[src/rtl/bcd_tick_counter_display.sv]
// Slow-clock step detector driving a 4-digit BCD up/down counter with wrap,
// time-multiplexed onto a common-anode seven-segment display.
module bcd_tick_counter_display #(
    parameter int REFRESH_DIV = 50000,
    parameter int SYNC_STAGES = 2
) (
    input  logic        inp_clk,
    input  logic        rst,
    input  logic        slow_clk,
    input  logic        run,
    input  logic        up_down,
    input  logic        clear,
    output logic [15:0] count_bcd,
    output logic        wrap,
    output logic        step,
    output logic [6:0]  seg,
    output logic [3:0]  an
);

    localparam int REF_W = (REFRESH_DIV > 2) ? $clog2(REFRESH_DIV) : 1;
    localparam logic [REF_W-1:0] REF_LAST = REF_W'(REFRESH_DIV - 1);

    logic [SYNC_STAGES-1:0] sync_q;
    logic                   prev;
    logic [15:0]            inc_val;
    logic [15:0]            dec_val;
    logic                   inc_carry;
    logic                   dec_borrow;
    logic [REF_W-1:0]       ref_cnt;
    logic [1:0]             digit_idx;

    function automatic logic [6:0] seg_decode(input logic [3:0] d);
        case (d)
            4'd0:    seg_decode = 7'b1000000;
            4'd1:    seg_decode = 7'b1111001;
            4'd2:    seg_decode = 7'b0100100;
            4'd3:    seg_decode = 7'b0110000;
            4'd4:    seg_decode = 7'b0011001;
            4'd5:    seg_decode = 7'b0010010;
            4'd6:    seg_decode = 7'b0000010;
            4'd7:    seg_decode = 7'b1111000;
            4'd8:    seg_decode = 7'b0000000;
            4'd9:    seg_decode = 7'b0010000;
            default: seg_decode = 7'b1111111;
        endcase
    endfunction

    // Flops reset high so a slow_clk already high at reset release is not a rising edge.
    always_ff @(posedge inp_clk or posedge rst) begin
        if (rst) begin
            sync_q <= '1;
            prev   <= 1'b1;
            step   <= 1'b0;
        end else begin
            sync_q <= {sync_q[SYNC_STAGES-2:0], slow_clk};
            prev   <= sync_q[SYNC_STAGES-1];
            step   <= sync_q[SYNC_STAGES-1] & ~prev;
        end
    end

    // Ripple carry/borrow through the digits; a carry out of the top digit is the wrap.
    always_comb begin
        inc_val    = count_bcd;
        dec_val    = count_bcd;
        inc_carry  = 1'b1;
        dec_borrow = 1'b1;
        for (int i = 0; i < 4; i++) begin
            if (inc_carry) begin
                if (count_bcd[4*i +: 4] == 4'd9) begin
                    inc_val[4*i +: 4] = 4'd0;
                end else begin
                    inc_val[4*i +: 4] = count_bcd[4*i +: 4] + 4'd1;
                    inc_carry         = 1'b0;
                end
            end
            if (dec_borrow) begin
                if (count_bcd[4*i +: 4] == 4'd0) begin
                    dec_val[4*i +: 4] = 4'd9;
                end else begin
                    dec_val[4*i +: 4] = count_bcd[4*i +: 4] - 4'd1;
                    dec_borrow        = 1'b0;
                end
            end
        end
    end

    always_ff @(posedge inp_clk or posedge rst) begin
        if (rst) begin
            count_bcd <= 16'h0000;
            wrap      <= 1'b0;
        end else if (clear) begin
            count_bcd <= 16'h0000;
            wrap      <= 1'b0;
        end else if (step && run) begin
            if (up_down) begin
                count_bcd <= inc_val;
                wrap      <= inc_carry;
            end else begin
                count_bcd <= dec_val;
                wrap      <= dec_borrow;
            end
        end else begin
            wrap <= 1'b0;
        end
    end

    always_ff @(posedge inp_clk or posedge rst) begin
        if (rst) begin
            ref_cnt   <= '0;
            digit_idx <= 2'd0;
        end else if (ref_cnt == REF_LAST) begin
            ref_cnt   <= '0;
            digit_idx <= digit_idx + 2'd1;
        end else begin
            ref_cnt   <= ref_cnt + REF_W'(1);
        end
    end

    always_ff @(posedge inp_clk or posedge rst) begin
        if (rst) begin
            an  <= 4'b1110;
            seg <= 7'b1000000;
        end else begin
            an  <= ~(4'b0001 << digit_idx);
            seg <= seg_decode(count_bcd[{digit_idx, 2'b00} +: 4]);
        end
    end

endmodule

[config.mk]
export PLATFORM = sky130hd
export DESIGN_NAME = bcd_tick_counter_display
export DESIGN_NICKNAME = d
export VERILOG_FILES = /design/src/rtl/bcd_tick_counter_display.sv
export SDC_FILE = /design/constraint.sdc
export NUM_CORES = 1
export LEC_CHECK = 0
export CORE_ASPECT_RATIO = 1.4
export CORE_MARGIN = 5
export CORE_UTILIZATION = 56
export CTS_BUF_LIST = sky130_fd_sc_hd__clkbuf_16
export CTS_CLUSTER_SIZE = 24
export DETAILED_ROUTE_END_ITERATION = 8
export PLACE_DENSITY = 0.87
export RECOVER_POWER = 25
export SYNTH_ARGS = -nofsm -noshare
export SYNTH_HDL_FRONTEND = slang
export SYNTH_SLANG_ARGS = --single-unit
[constraint.sdc]
create_clock -name inp_clk -period 2.8 [get_ports inp_clk]
set_clock_uncertainty 0.15 [all_clocks]
set_input_delay 0.28 -clock inp_clk [delete_from_list [all_inputs] [get_ports inp_clk]]
set_output_delay 0.28 -clock inp_clk [all_outputs]
set_load 0.05 [all_outputs]
After elaboration in Yosys (flattened, before gate mapping)
Memories as Yosys holds them, arrays and structs flattened. A register that Yosys moved wholly into a read port is not among the register bits.
Cells that the tools add are included.
{ "word_totals": {"elab_cells": 82, "inputBits": 6, "mem_count": 1, "ff_bits": 43, "mem_bits_ro": 112, "out_inout_bits": 29} }
{ "classes": {"n_shift": 2, "reduce_logical": 12, "addsub": 10, "bitwise": 3, "n_eq_ne": 8, "n_mux": 35} }
{ "memory_table": {"columns": ["name", "words", "width", "rd", "rd_clocked_by_memory_dff", "write_ports", "line_no", "source"], "rows": [
  ["(name not given)", 16, 7, 1, 1, 0, "33", "case (d)"]
]} }
{ "op_table": {"columns": ["operator", "count"], "rows": [
  ["$mux W16", 4],
  ["$mux W4", 14],
  ["$mux W1", 17],
  ["$add A16 B1 Y16 const B", 1],
  ["$add A4 B1 Y4 const B", 4],
  ["$eq A16 B16 Y1 const B", 1],
  ["$eq A4 B4 Y1 const B", 4],
  ["$logic_not A4 Y1", 4],
  ["$shiftx A16 B5 Y4", 1],
  ["$sub A4 B1 Y4 const B", 4],
  ["$ne A3 B1 Y1 const B", 3],
  ["$reduce_and A3 Y1", 3],
  ["$reduce_bool A3 Y1", 3],
  ["$not A4 Y4", 1],
  ["$shl A1 B2 Y4 const A", 1],
  ["$add A2 B1 Y2 const B", 1],
  ["$reduce_bool A2 Y1", 1],
  ["$and A1 B1 Y1", 1],
  ["$logic_and A1 B1 Y1", 1],
  ["$not A1 Y1", 1]
]} }

Depth between registers and ports, before layout
{ "depth": {"depth_word": 8, "depth_mapped": 7, "depth_no_buf": 6} }

Worst setup path before layout
Ideal clock, no wire load.
{ "synth_path": {"path_kind": "reg2reg", "from": "register count_bcd[8]", "to": "register count_bcd[13]", "stages_incl_launch_ff": 7, "period_less_slack_ps": 2437, "n_path_buf": 0, "arrival_time_ps": 2161, "required_time_ps": 2525, "setup_slack_ps": 363, "setup_ps": 125, "path_cell_list": "dfrtp_1 inv_1 ha_1 nor4b_1 a311oi_1 or3_4 mux2_4"} }
{ "synth_via": {"elab_chain_cells": 5, "word_cells_on_any_way": 9, "classes_between": "eq/ne: 2; mux: 4; reduce/logical: 3"} }
{ "synth_lines": {"columns": ["item", "line_no", "source"], "rows": [
  ["start, declared", "13", "output logic [15:0] count_bcd,"],
  ["start signal, assigned", "96", "count_bcd <= inc_val;"],
  ["start signal, assigned", "99", "count_bcd <= dec_val;"],
  ["$eq A4 B4 Y1 or $logic_not A4 Y1 (tied branches)", "69, 77", null],
  ["$mux W1 (on tied branches)", "69, 77", null],
  ["$mux W1 (on tied branches)", "68, 76", null],
  ["$ne A3 B1 Y1 (no line) or $reduce_bool A3 Y1 (tied branches)", null, null],
  ["$reduce_and A3 Y1 (no line) (*)", null, null]
]} }
Every way passes the cells marked *; elsewhere a longest branch is shown, timed or not.
A chain may end at the register's enable or synchronous reset.

Worst setup path in the final report
{ "layout_path": {"from": "register count_bcd[1]", "to": "register count_bcd[10]"} }
The elaborated chain is that of the path after synthesis.

==> results.json <==
{
  "vias_per_cell": 6.36,
  "htree_levels": 2,
  "drv_slew": 44,
  "grt_max_degree": 44,
  "cts_resized": 0,
  "detailed_place_hpwl_mm": 5.18,
  "seq_area_mm2": 0.00126,
  "path_class": "reg2reg",
  "diodes": 0,
  "portBuffers": 34,
  "start_util_pct": 57.8,
  "cts_root_buf": "clkbuf_16",
  "synth_common_cells": "dfrtp_1 (43), inv_1 (29), nor2_1 (28), ha_1 (22), a21oi_1 (14)",
  "drive_gt1_share_pct": 12.1,
  "fillers": 356,
  "hold_class": "reg2reg",
  "antenna_found_initial": 0,
  "crit_top_cell": "o41ai_1",
  "ys_seq_area_share_pct": 42.2,
  "syn_area_mm2": 0.00298,
  "pwr_density_cell_mw_per_mm2": 806,
  "cp_slowest_cell": "o41ai_1",
  "path_cells": "inv_1 -> ha_1 -> nor3b_2 -> o221ai_2 -> buf_4 -> o41ai_1 -> o41ai_1",
  "syn_inst": 295,
  "critPathLaunchType": "register",
  "overflow": 0,
  "fmax_ghz": 0.411,
  "outcome": "finished with violations",
  "fin_nets": 365,
  "synth.ff_latch_count": 50,
  "period_needed_ns": 2.43,
  "via_count": 2568,
  "io_pins": 35,
  "rsz0062_at_grt": "false",
  "die_area_mm2": 0.00691,
  "ys_top_cells_by_area": "dfrtp_1 (36%), ha_1 (9.2%), dfstp_2 (6.2%)",
  "stdcell_count": 404,
  "first_iter_violations": 201,
  "drt_pass1_iterations": 5,
  "p_leak_nw": 1.53,
  "die_w_um": 71.7,
  "crit_fanout": 16,
  "cp.required_ns": 2.81,
  "core_mm2": 0.00516,
  "clockBufferDepth": 2,
  "worst_pin_slew_ns": 1.59,
  "end_kind": "register",
  "synth_nets": 323,
  "die_h_um": 96.4,
  "placed_cells": 396,
  "yosysWarnings": 0,
  "clk_pin_slew_ns": 0.07,
  "setup-tns-final_ns": 0,
  "multiInputGateArea_mm2": 0.00157,
  "grt_pass1_vias": 2584,
  "synthFlopType": "dfrtp_1",
  "max_stage_delay_ns": 0.48,
  "period_share_pct": 86.9,
  "finalSetupViolations": 0,
  "yosysUniqueCellTypes": 61,
  "grt_pass1_wl_mm": 12.3,
  "drc": 0,
  "yosysMostFrequentCell": "dfrtp_1",
  "synth_top_area_cell": "dfrtp_1",
  "syn_to_final_growth_pct": 20.4,
  "groute.usage.overall_pct": 22.9,
  "async_reset_ff_share_pct": 100,
  "gp_congestion": 0.955,
  "cap_violations": 1,
  "synth_edf_count": 0,
  "drt_wl_total_mm": 7.38,
  "cts_made_buffers": 5,
  "violations": "capacitance limit, slew limit",
  "peakVddDrop_mv": 0.478,
  "avgSynthCellArea_um2": 10.1,
  "post_drt_wl_per_cell_um": 18.3,
  "crit_buf_inv": 2,
  "slew_headroom_pct": -5.97,
  "numClockSinks": 50,
  "cp_top_family": "compound AO/OA/AOI/OAI gates",
  "ant_nets": 0,
  "synth_top_area_share_pct": 36.1,
  "cts_setup_buffers": 0,
  "clk_latency_ns": 0.29,
  "hold_viol_final": 0,
  "core.rowCount": 31,
  "arrival_ns": 2.44,
  "cts_tree": "built",
  "cts.hold.buffers_added": 0
}
==> per-layer routing <==
metal / share of wire [%] / GRT usage [%] / wire length [um]
met1: 39 / 26.6 / 2870
met5: 0 / 0 / 0
met3: 6.2 / 4.14 / 455
met2: 51 / 40.4 / 3780
met4: 3.7 / 11.8 / 270
==> area by class of cell <==
| cell class | instances | share of cell area [%] |
|---|---|---|
| Multi-Input combinational cell | 207 | 43.8 |
| Tap cell | 66 | 2.30 |
| Clock buffer | 5 | 3.48 |
| Inverter | 29 | 3.03 |
| Sequential cell | 50 | 35.1 |
| Timing Repair Buffer | 44 | 11.6 |
| Clock inverter | 3 | 0.801 |
==> sequential cells by signal, summed over array words and instances, names as in the netlist <==
register / cells
an: 4
count_bcd: 16
digit_idx: 2
prev: 1
ref_cnt: 16
seg: 7
step: 1
sync_q: 2
wrap: 1
==> kinds of logic after synthesis <==
kind of cell             synth area share (%)
flip-flops                               42.2
AND/OR/NAND/NOR                          16.6
AO/OA/AOI/OAI                            17.4
XOR/XNOR                                 4.40
adder cells (fa/ha/maj)                  9.22
multiplexers                             5.03
buffers and inverters                    5.07
==> worst paths after layout <==
path | from | to | slack (ns) | depth (start not counted)
setup reg to reg | count_bcd[1] | count_bcd[10] | 0.37 | 7
hold / removal | sync_q[0] | sync_q[1] | 0.21 | 0
min in group asynchronous | rst | seg[1] | 0.76 | 2
hold reg to reg | sync_q[0] | sync_q[1] | 0.21 | 0
max in group asynchronous | rst | ref_cnt[11] | 0.81 | 2
setup / recovery | count_bcd[1] | count_bcd[10] | 0.37 | 7
==> where the power goes <==
part / total, mW / internal (mW) / switching [mW]
combinational: 1.26 / 0.458 / 0.799
sequential: 1.01 / 0.828 / 0.179
clock: 0.633 / 0.343 / 0.290
==> cell usage in the layout, fill, tap and decap left out, types with 2 or more instances in the layout <==
| master | count |
|---|---|
| dfrtp_1 | 43 |
| clkdlybuf4s50_1 | 32 |
| inv_1 | 29 |
| nor2_1 | 28 |
| ha_1 | 22 |
| a21oi_1 | 14 |
| nand2_1 | 11 |
| o21ai_0 | 10 |
| buf_4 | 10 |
| nand3_1 | 9 |
| xnor2_1 | 9 |
| o41ai_1 | 7 |
| nor3_1 | 7 |
| xor2_1 | 6 |
| dfstp_2 | 6 |
| a31oi_1 | 5 |
| mux4_2 | 5 |
| clkbuf_16 | 5 |
| a32oi_1 | 4 |
| o31ai_1 | 4 |
| nand4_1 | 4 |
| o21bai_1 | 4 |
| o22ai_1 | 4 |
| nand2b_1 | 3 |
| nor3b_1 | 3 |
| nor4_1 | 3 |
| nor4b_1 | 3 |
| o32a_1 | 3 |
| and3b_1 | 2 |
| a22oi_1 | 2 |
| nor2b_1 | 2 |
| mux2_2 | 2 |
| a211o_1 | 2 |
| o32ai_1 | 2 |
| a211oi_1 | 2 |
| o2bb2ai_1 | 2 |
| dlygate4sd3_1 | 2 |
==> per-stage QoR <==
step	total power [mW]	utilization [%]	worst slack [ns]	area (um^2)	hold WS [ns]
3_5_place_dp	2.24	66.7	0.324	3440	0.198
2_1_floorplan	1.82	-	0.363	2980	0.134
6_report	2.90	69.7	0.367	3590	0.212
5_1_grt	3.04	69.7	0.221	3590	0.216
3_3_place_gp	2.21	66.7	0.421	3440	0.196
4_1_cts	2.89	69.7	0.380	3590	0.208
No activity file was read; power rests on OpenSTA's default activity.
